===== config.mk =====
export PLATFORM = sky130hd
export DESIGN_NAME = dma_bus_arb
export DESIGN_NICKNAME = d
export VERILOG_FILES = /design/src/rtl/dma_bus_arb_pkg.sv /design/src/rtl/dma_bus_arb.sv
export SDC_FILE = /design/constraint.sdc
export NUM_CORES = 1
export LEC_CHECK = 0
export CAP_MARGIN = 20
export CORE_AREA = 8 8 112 114
export CTS_BUF_LIST = sky130_fd_sc_hd__clkbuf_16
export DETAILED_ROUTE_END_ITERATION = 8
export DIE_AREA = 0 0 120 122
export PLACE_DENSITY = 0.74
export SYNTH_ARGS = -nofsm -noshare
export SYNTH_HDL_FRONTEND = slang
export SYNTH_SLANG_ARGS = --single-unit

===== constraint.sdc =====
create_clock -name clk -period 1.6 [get_ports clk]
set_clock_uncertainty 0.1 [all_clocks]
set_input_delay 0.16 -clock clk [delete_from_list [all_inputs] [get_ports clk]]
set_output_delay 0.16 -clock clk [all_outputs]
set_load 0.02 [all_outputs]

===== src/rtl/dma_bus_arb_pkg.sv =====
// Shared types and defaults for the CPU/DMA slave-bus arbiter.
package dma_bus_arb_pkg;

    typedef enum logic {
        CPU_s = 1'b0,
        DMA_s = 1'b1
    } state_t;

    localparam int unsigned CPU_SLOTS_DEF = 2;
    localparam int unsigned HOLD_MAX_DEF  = 1024;

    localparam int unsigned ADDR_W = 32;
    localparam int unsigned DATA_W = 32;
    localparam int unsigned SIZE_W = 2;

endpackage


===== src/rtl/dma_bus_arb.sv =====
// Two-master (CPU, DMA) single-slave arbiter with post-release CPU slot
// guarantee and a sticky DMA lock watchdog.
module dma_bus_arb
    import dma_bus_arb_pkg::*;
#(
    parameter int unsigned CPU_SLOTS = CPU_SLOTS_DEF,
    parameter int unsigned HOLD_MAX  = HOLD_MAX_DEF
) (
    input  logic              clk,
    input  logic              rst,
    input  logic              cpu_req,
    input  logic [ADDR_W-1:0] cpu_addr,
    input  logic              cpu_we,
    input  logic [DATA_W-1:0] cpu_wd,
    input  logic [SIZE_W-1:0] cpu_size,
    output logic [DATA_W-1:0] cpu_rd,
    output logic              cpu_stall,
    input  logic              bus_req,
    input  logic              bus_lock,
    output logic              bus_grant,
    input  logic [ADDR_W-1:0] addr_m,
    input  logic              we_m,
    input  logic [DATA_W-1:0] wd_m,
    input  logic [SIZE_W-1:0] size_m,
    output logic [DATA_W-1:0] rd_m,
    output logic [ADDR_W-1:0] s_addr,
    output logic              s_we,
    output logic [DATA_W-1:0] s_wd,
    output logic [SIZE_W-1:0] s_size,
    input  logic [DATA_W-1:0] s_rd,
    input  logic              err_clr,
    output logic              lock_err
);

    localparam int unsigned SLOT_W = (CPU_SLOTS > 0) ? $clog2(CPU_SLOTS + 1) : 1;
    localparam int unsigned HOLD_W = (HOLD_MAX > 0) ? $clog2(HOLD_MAX + 1) : 1;

    localparam logic [SLOT_W-1:0] SLOT_LOAD = SLOT_W'(CPU_SLOTS);
    localparam logic [HOLD_W-1:0] HOLD_TOP  = HOLD_W'(HOLD_MAX);
    localparam logic [HOLD_W-1:0] HOLD_LAST = HOLD_W'((HOLD_MAX > 0) ? HOLD_MAX - 1 : 0);

    state_t            state;
    logic [SLOT_W-1:0] slot_cnt;
    logic [HOLD_W-1:0] hold_cnt;
    logic              wd_hit;

    always_comb begin
        wd_hit = (HOLD_MAX != 0) && (state == DMA_s) && (hold_cnt == HOLD_LAST);
    end

    always_ff @(posedge clk or posedge rst) begin
        if (rst) begin
            state     <= CPU_s;
            bus_grant <= 1'b0;
            slot_cnt  <= '0;
            hold_cnt  <= '0;
            lock_err  <= 1'b0;
        end else begin
            // A watchdog hit in the same cycle as err_clr keeps the error set.
            if (wd_hit)
                lock_err <= 1'b1;
            else if (err_clr)
                lock_err <= 1'b0;

            case (state)
                CPU_s: begin
                    if (slot_cnt != '0)
                        slot_cnt <= slot_cnt - SLOT_W'(1);
                    if (bus_req && (slot_cnt == '0)) begin
                        state     <= DMA_s;
                        bus_grant <= 1'b1;
                    end
                end
                DMA_s: begin
                    if (hold_cnt != HOLD_TOP)
                        hold_cnt <= hold_cnt + HOLD_W'(1);
                    // Ownership is defined by the lock alone; bus_req is ignored here.
                    if (!bus_lock) begin
                        state     <= CPU_s;
                        bus_grant <= 1'b0;
                        slot_cnt  <= SLOT_LOAD;
                        hold_cnt  <= '0;
                    end
                end
                default: state <= CPU_s;
            endcase
        end
    end

    always_comb begin
        s_addr    = cpu_addr;
        s_we      = cpu_we & cpu_req;
        s_wd      = cpu_wd;
        s_size    = cpu_size;
        cpu_stall = 1'b0;
        if (state == DMA_s) begin
            s_addr    = addr_m;
            s_we      = we_m;
            s_wd      = wd_m;
            s_size    = size_m;
            cpu_stall = cpu_req;
        end
    end

    assign cpu_rd = s_rd;
    assign rd_m   = s_rd;

endmodule


=== After elaboration in Yosys (flattened, before gate mapping) ===
Index checks and enable logic that the tools add are counted.

* Word-level logic and storage cells: 41
* Output and inout bits: 134
* Bits in registers: 16
* Memories kept: 0
* Memory bits (read-only): 0
* RAM bits: 0
* Bits in latches: 0
* Input bits: 172

* Add/sub/neg operators: 2
* Eq/ne operators: 6
* Multiply operators: 0
* Bitwise gates (word level): 2
* Multiplexer cells: 18
* Magnitude comparators: 0
* Shifts and indexed selects: 0
* Divide/modulo/power cells: 0
* Reductions and logical operators: 8

{| class="wikitable"
|+ Operators by type and width
! kind !! number
|-
| 2-to-1 mux 32 bit || 2
|-
| 2-to-1 mux 11 bit || 2
|-
| adder 11 x 1 -> 11 bit (second input constant) || 1
|-
| equality test 11 x 10 -> 1 bit (second input constant) || 1
|-
| inequality test 11 bit (second input constant) || 1
|-
| 2-to-1 mux 1 bit || 8
|-
| 2-to-1 mux 2 bit || 3
|-
| inequality test 2 bit (second input constant) || 3
|-
| AND reduction 2 bit || 3
|-
| case mux 1 bit (2 select lines) || 2
|-
| case mux 2 bit (2 select lines) || 1
|-
| nonzero test 2 bit || 2
|-
| logical AND 1 bit || 2
|-
| logical NOT 2 bit || 1
|-
| inequality test 2 x 1 -> 1 bit (second input constant) || 1
|-
| subtractor 2 x 1 -> 2 bit (second input constant) || 1
|-
| AND 1 bit || 1
|-
| inverter 1 bit || 1
|}

=== Depth between registers and ports, before layout ===
* Depth after elaboration: 4
* Mapped depth: 6
* Depth with buffers taken out: 6

=== Worst setup path before layout ===
OpenSTA, ideal clock, no wires.

* Path type: reg2reg
* Start: register hold_cnt[0]
* End: register hold_cnt[10]
* Buffers on the path: 0
* Slack: -0.015 ns
* Library setup time: 0.122 ns
* Period minus slack after synthesis: 1.615 ns
* Arrival time: 1.393 ns
* Cell stages (with the launch flop): 7
* Required time: 1.378 ns
* Cell sequence: dfrtp_1 > inv_1 > ha_1 > nor4b_2 > a31oi_4 > a21bo_1 > a32o_1

* Cells in the longest elaborated chain, start to end: 3
* Elaborated cells between the ends (all ways): 6
* Those cells by class: add/sub: 1; eq/ne: 2; mux: 2; reduce/logical: 1

{| class="wikitable"
|+ RTL lines
! what !! RTL line !! text
|-
| from (decl) || dma_bus_arb.sv:44 || <nowiki>logic [HOLD_W-1:0] hold_cnt;</nowiki>
|-
| from (signal assigned) || dma_bus_arb.sv:76 || <nowiki>hold_cnt <= hold_cnt + HOLD_W'(1);</nowiki>
|-
| adder 11 x 1 -> 11 bit / inequality test 11 bit (equally long branches) || dma_bus_arb.sv:76, dma_bus_arb.sv:75 ||
|-
| 2-to-1 mux 11 bit / inequality test 2 x 1 -> 1 bit (equally long branches) || - ||
|-
| 2-to-1 mux 11 bit / AND reduction 2 bit (equally long branches) || - ||
|}

Several ways; a longest one is shown, not always the timed one. The select of a mux whose other input is x is not followed.
A chain may end at the register's enable or synchronous reset.

=== Worst setup path in the final report ===
* Start: register state
* End: output s_wd[6]

* Cells in the longest elaborated chain, start to end: 1

{| class="wikitable"
|+ RTL lines
! what !! RTL line !! text
|-
| from (decl) || dma_bus_arb.sv:42 || <nowiki>state_t state;</nowiki>
|-
| from (signal assigned) || dma_bus_arb.sv:53 || <nowiki>state <= CPU_s;</nowiki>
|-
| from (signal assigned) || dma_bus_arb.sv:70 || <nowiki>state <= DMA_s;</nowiki>
|-
| from (signal assigned) || dma_bus_arb.sv:79 || <nowiki>state <= CPU_s;</nowiki>
|-
| 2-to-1 mux 32 bit || dma_bus_arb.sv:96 || <nowiki>if (state == DMA_s) begin</nowiki>
|-
| to (decl) || dma_bus_arb.sv:28 || <nowiki>output logic [DATA_W-1:0] s_wd,</nowiki>
|}

Every way passes these cells.

==> impl_metrics.yaml <==
run_status:
  run_status: "finished with violations"
  violations: "setup timing"
power:
  power_switching_mw: 2.240
  peakVddDrop_mv: 0.5634
  comb_power_share_pct: 78.9
  power.static_leakage_nw: 1.843
  sw_frac_of_total_pct: 40.66
  pwr_density_cell_nw_per_um2: 1250
  seqPwrFrac_pct: 12.2
  p_int_mw: 3.269
  clock_power_share_pct: 8.9
synth:
  netlist-cell-type-count: 39
  synth_area_um2: 2193
  synth_top_area_cell: "mux2_2"
  syn-mean-instance-area_um2: 9.333
  syn_nets: 410
  synth_area_leaders: "mux2_2, buf_4, dfrtp_1"
  asyncSetResetFlopFracSynth_pct: 100.0
  post-synth-top-count-cell: "mux2_2"
  ys_ff_latch: 16
  synth_edf_count: 0
  ys_seq_area_share_pct: 18.25
  synth_cells: 235
  top_cells_by_count_synth: "mux2_2, buf_4, dfrtp_1, nand2_1, o21ai_0"
  synth_top_area_share_pct: 33.88
  synthesis.yosys.warnings: 0
  postSynth.topFlopCell: "dfrtp_1"
clock_tree:
  number_of_clock_sinks_seen_by_cts: 16
  ctsHoldBuffers: 0
  htree_num_levels: 1
  clock_latency_ns: 0.25
  tritoncts_clock_tree: "done"
  clock_tree.buffer_depth: 2
  clkSlewWorstSetupHoldPaths_ns: 0.05
  clockRootBuffer: "clkbuf_16"
  tritoncts.num_buffers: 3
setup_path:
  crit_fanout: 8
  r2r_end: "hold_cnt[10]$_DFFE_PP0P_"
  crit_path_max_incr_delay_ns: 0.41
  critical_path.cell_chain: "buf_12 -> buf_8 -> clkbuf_16 -> mux2_4 -> buf_6"
  worst_setup_path_start_kind: "flip-flop"
  r2r_start: "state$_DFF_PP0_"
  worst_path_max_delay_cell: "dfrtp_2"
  timing.critical_path.required_ns: 1.34
  r2r.worst_path.cells: 6
  reg2reg_setup_slack_ns: -0.08
  path_class: "flip-flop to primary output"
  worst_setup_path_end_kind: "primary output"
  arrival_ns: 1.54
timing:
  final-max-slew-violation-count: 0
  layout_min_cycle_time_ns: 1.798
  post-route-worst-setup-slack_ns: -0.1979
  slew_headroom_pct: 68.48
  timing.final.hold_violations: 0
  fin_crit_sh_pct: 112.4
  rsz0062_at_grt: "true"
  finalSetupTns_ns: -7.171
  endpoints_failing_setup: 71
  achievable-frequency_mhz: 556.2
  worst-slew-pin-transition_ns: 0.4692
routing:
  post_drt_wl_per_cell_um: 21.63
  drt_pre_antenna_iters: 4
  viasPerCell: 4.352
  routed_wirelength_mm: 11.85
  antenna_violating_nets_post_route: 0
  drt_iter0_drc: 75
  dr_total_vias: 2385
  drt_drc_violations_left: 0
final_layout:
  final_layout_size_suffix_gt1_share_pct: 47.78
  post_layout_nonfiller_instances: 548
  layout-area-overhead-vs-synth_pct: 101.0
  post_layout_net_count: 582
die:
  die_height_um: 122
  design.portCount: 306
  dieArea_um2: 14640
  core-area_um2: 10700
  floorplan.rows: 38
  die_width_um: 120
  floorplan.initialDensity_pct: 20.50
global_route:
  grt_first_pass_wirelength_mm: 15.54
  grt_max_degree: 32
  grt_pass1_vias: 2437
  globalRoute.totalOverflow: 0
  number_of_antenna_violations_at_the_first_check_in_global_routing: 0
  tot_gr_track_use_pct: 13.65
place:
  placement.io_buffers: 209
  globalplace.congestion: 0.8383
  dp.cells: 522
  place_hpwl_mm: 9.467
min_path:
  holdCritPathClass: "input port to async pin"
job:
  drv.max_cap_violation_count: 0
==> flip-flops by register name, summed over array words and instances (netlist names) <==
| register | flops |
|---|---|
| slot_cnt | 2 |
| state | 1 |
| hold_cnt | 11 |
| lock_err | 1 |
| bus_grant | 1 |
==> how the worst max path moves through the flow <==
stage / from / end / slack, ns
2_1_floorplan: hold_cnt[1]$_DFFE_PP0P_ / hold_cnt[10]$_DFFE_PP0P_ / 0.006
3_3_place_gp: cpu_req / s_we / -0.29
3_5_place_dp: state$_DFF_PP0_ / s_addr[22] / -0.23
4_1_cts: state$_DFF_PP0_ / s_addr[29] / -0.27
5_1_grt: state$_DFF_PP0_ / s_addr[28] / -0.23
6_report: state$_DFF_PP0_ / s_wd[6] / -0.20
==> worst max-delay path: cells and delay by family (launching register included) <==
kind	cells	cell delay (ns)
buf+inv	4	0.56
flops	1	0.41
mux	1	0.32
==> timing repair <==
action / 4_1_cts / 5_1_grt
pin swaps: 2 / 5
buffers inserted: 3 / 12
gates resized for setup: 236 / 149
endpoints found under the hold margin: 0 / 0
setup endpoints to repair: 76 / 78
cloned: 0 / 5
==> layout by cell type, fill, tap and decap left out, types with 6 or more instances in the layout <==
| cell type | count |
|---|---|
| buf_6 | 41 |
| nand2_1 | 9 |
| dfrtp_1 | 13 |
| o21ai_0 | 7 |
| clkdlybuf4s50_1 | 141 |
| mux2_2 | 64 |
| buf_4 | 31 |
| buf_2 | 20 |
| inv_1 | 6 |
| clkbuf_16 | 6 |
==> layout make-up <==
class	count	area (um2)
diodes	2	5.005
clock buffers	3	75.07
clock inverters	1	3.754
fillers	1047	6290
inverters	9	37.54
multi-input cells	133	1311
flip-flops and latches	16	404.1
well taps	140	175.2
repair buffers	244	2396
==> cells by family after synthesis <==
group                    count (synthesis)  share of synthesized area [%]
buffers and inverters                   86                          26.24
multiplexers                            68                          35.03
AND/OR/NAND/NOR                         36                          9.983
AO/OA/AOI/OAI                           25                          8.386
flip-flops                              16                          18.25
adder cells (fa/ha/maj)                  3                          1.712
XOR/XNOR                                 1                         0.3994
==> power by group through the flow <==
stage / Combinational (mW) / Sequential, mW / Clock [mW]
final: 4.35 / 0.671 / 0.492
after global routing: 4.57 / 0.692 / 0.521
after CTS: 3.47 / 0.675 / 0.502
after detailed placement: 3.67 / 0.684 / 0
after global placement: 3.63 / 0.671 / 0
after floorplan: 2.20 / 0.652 / 0
==> routing by layer <==
| metal | wire length, um | up-vias | GRT usage, % |
|---|---|---|---|
| met3 | 1030 | 13 | 4.951 |
| met1 | 4799 | 1127 | 16.83 |
| met2 | 5923 | 132 | 22.91 |
| li1 | - | 1113 | - |
| met5 | 0 | - | 0 |
| met4 | 99 | 0 | 1.795 |
==> per-stage QoR <==
step	utilization (%)	cell area [um2]	setup slack [ns]	hold WS (ns)	total power, mW
after floorplan	-	2205	0.006186	-0.02626	2.851
after global placement	38.01	4066	-0.2935	0.2202	4.296
after detailed placement	38.01	4066	-0.2270	0.2202	4.350
after CTS	37.45	4006	-0.2744	0.1493	4.645
after global routing	41.16	4403	-0.2312	0.1802	5.787
final	41.20	4408	-0.1979	0.1362	5.509
Power figures use the tool's default switching activity.
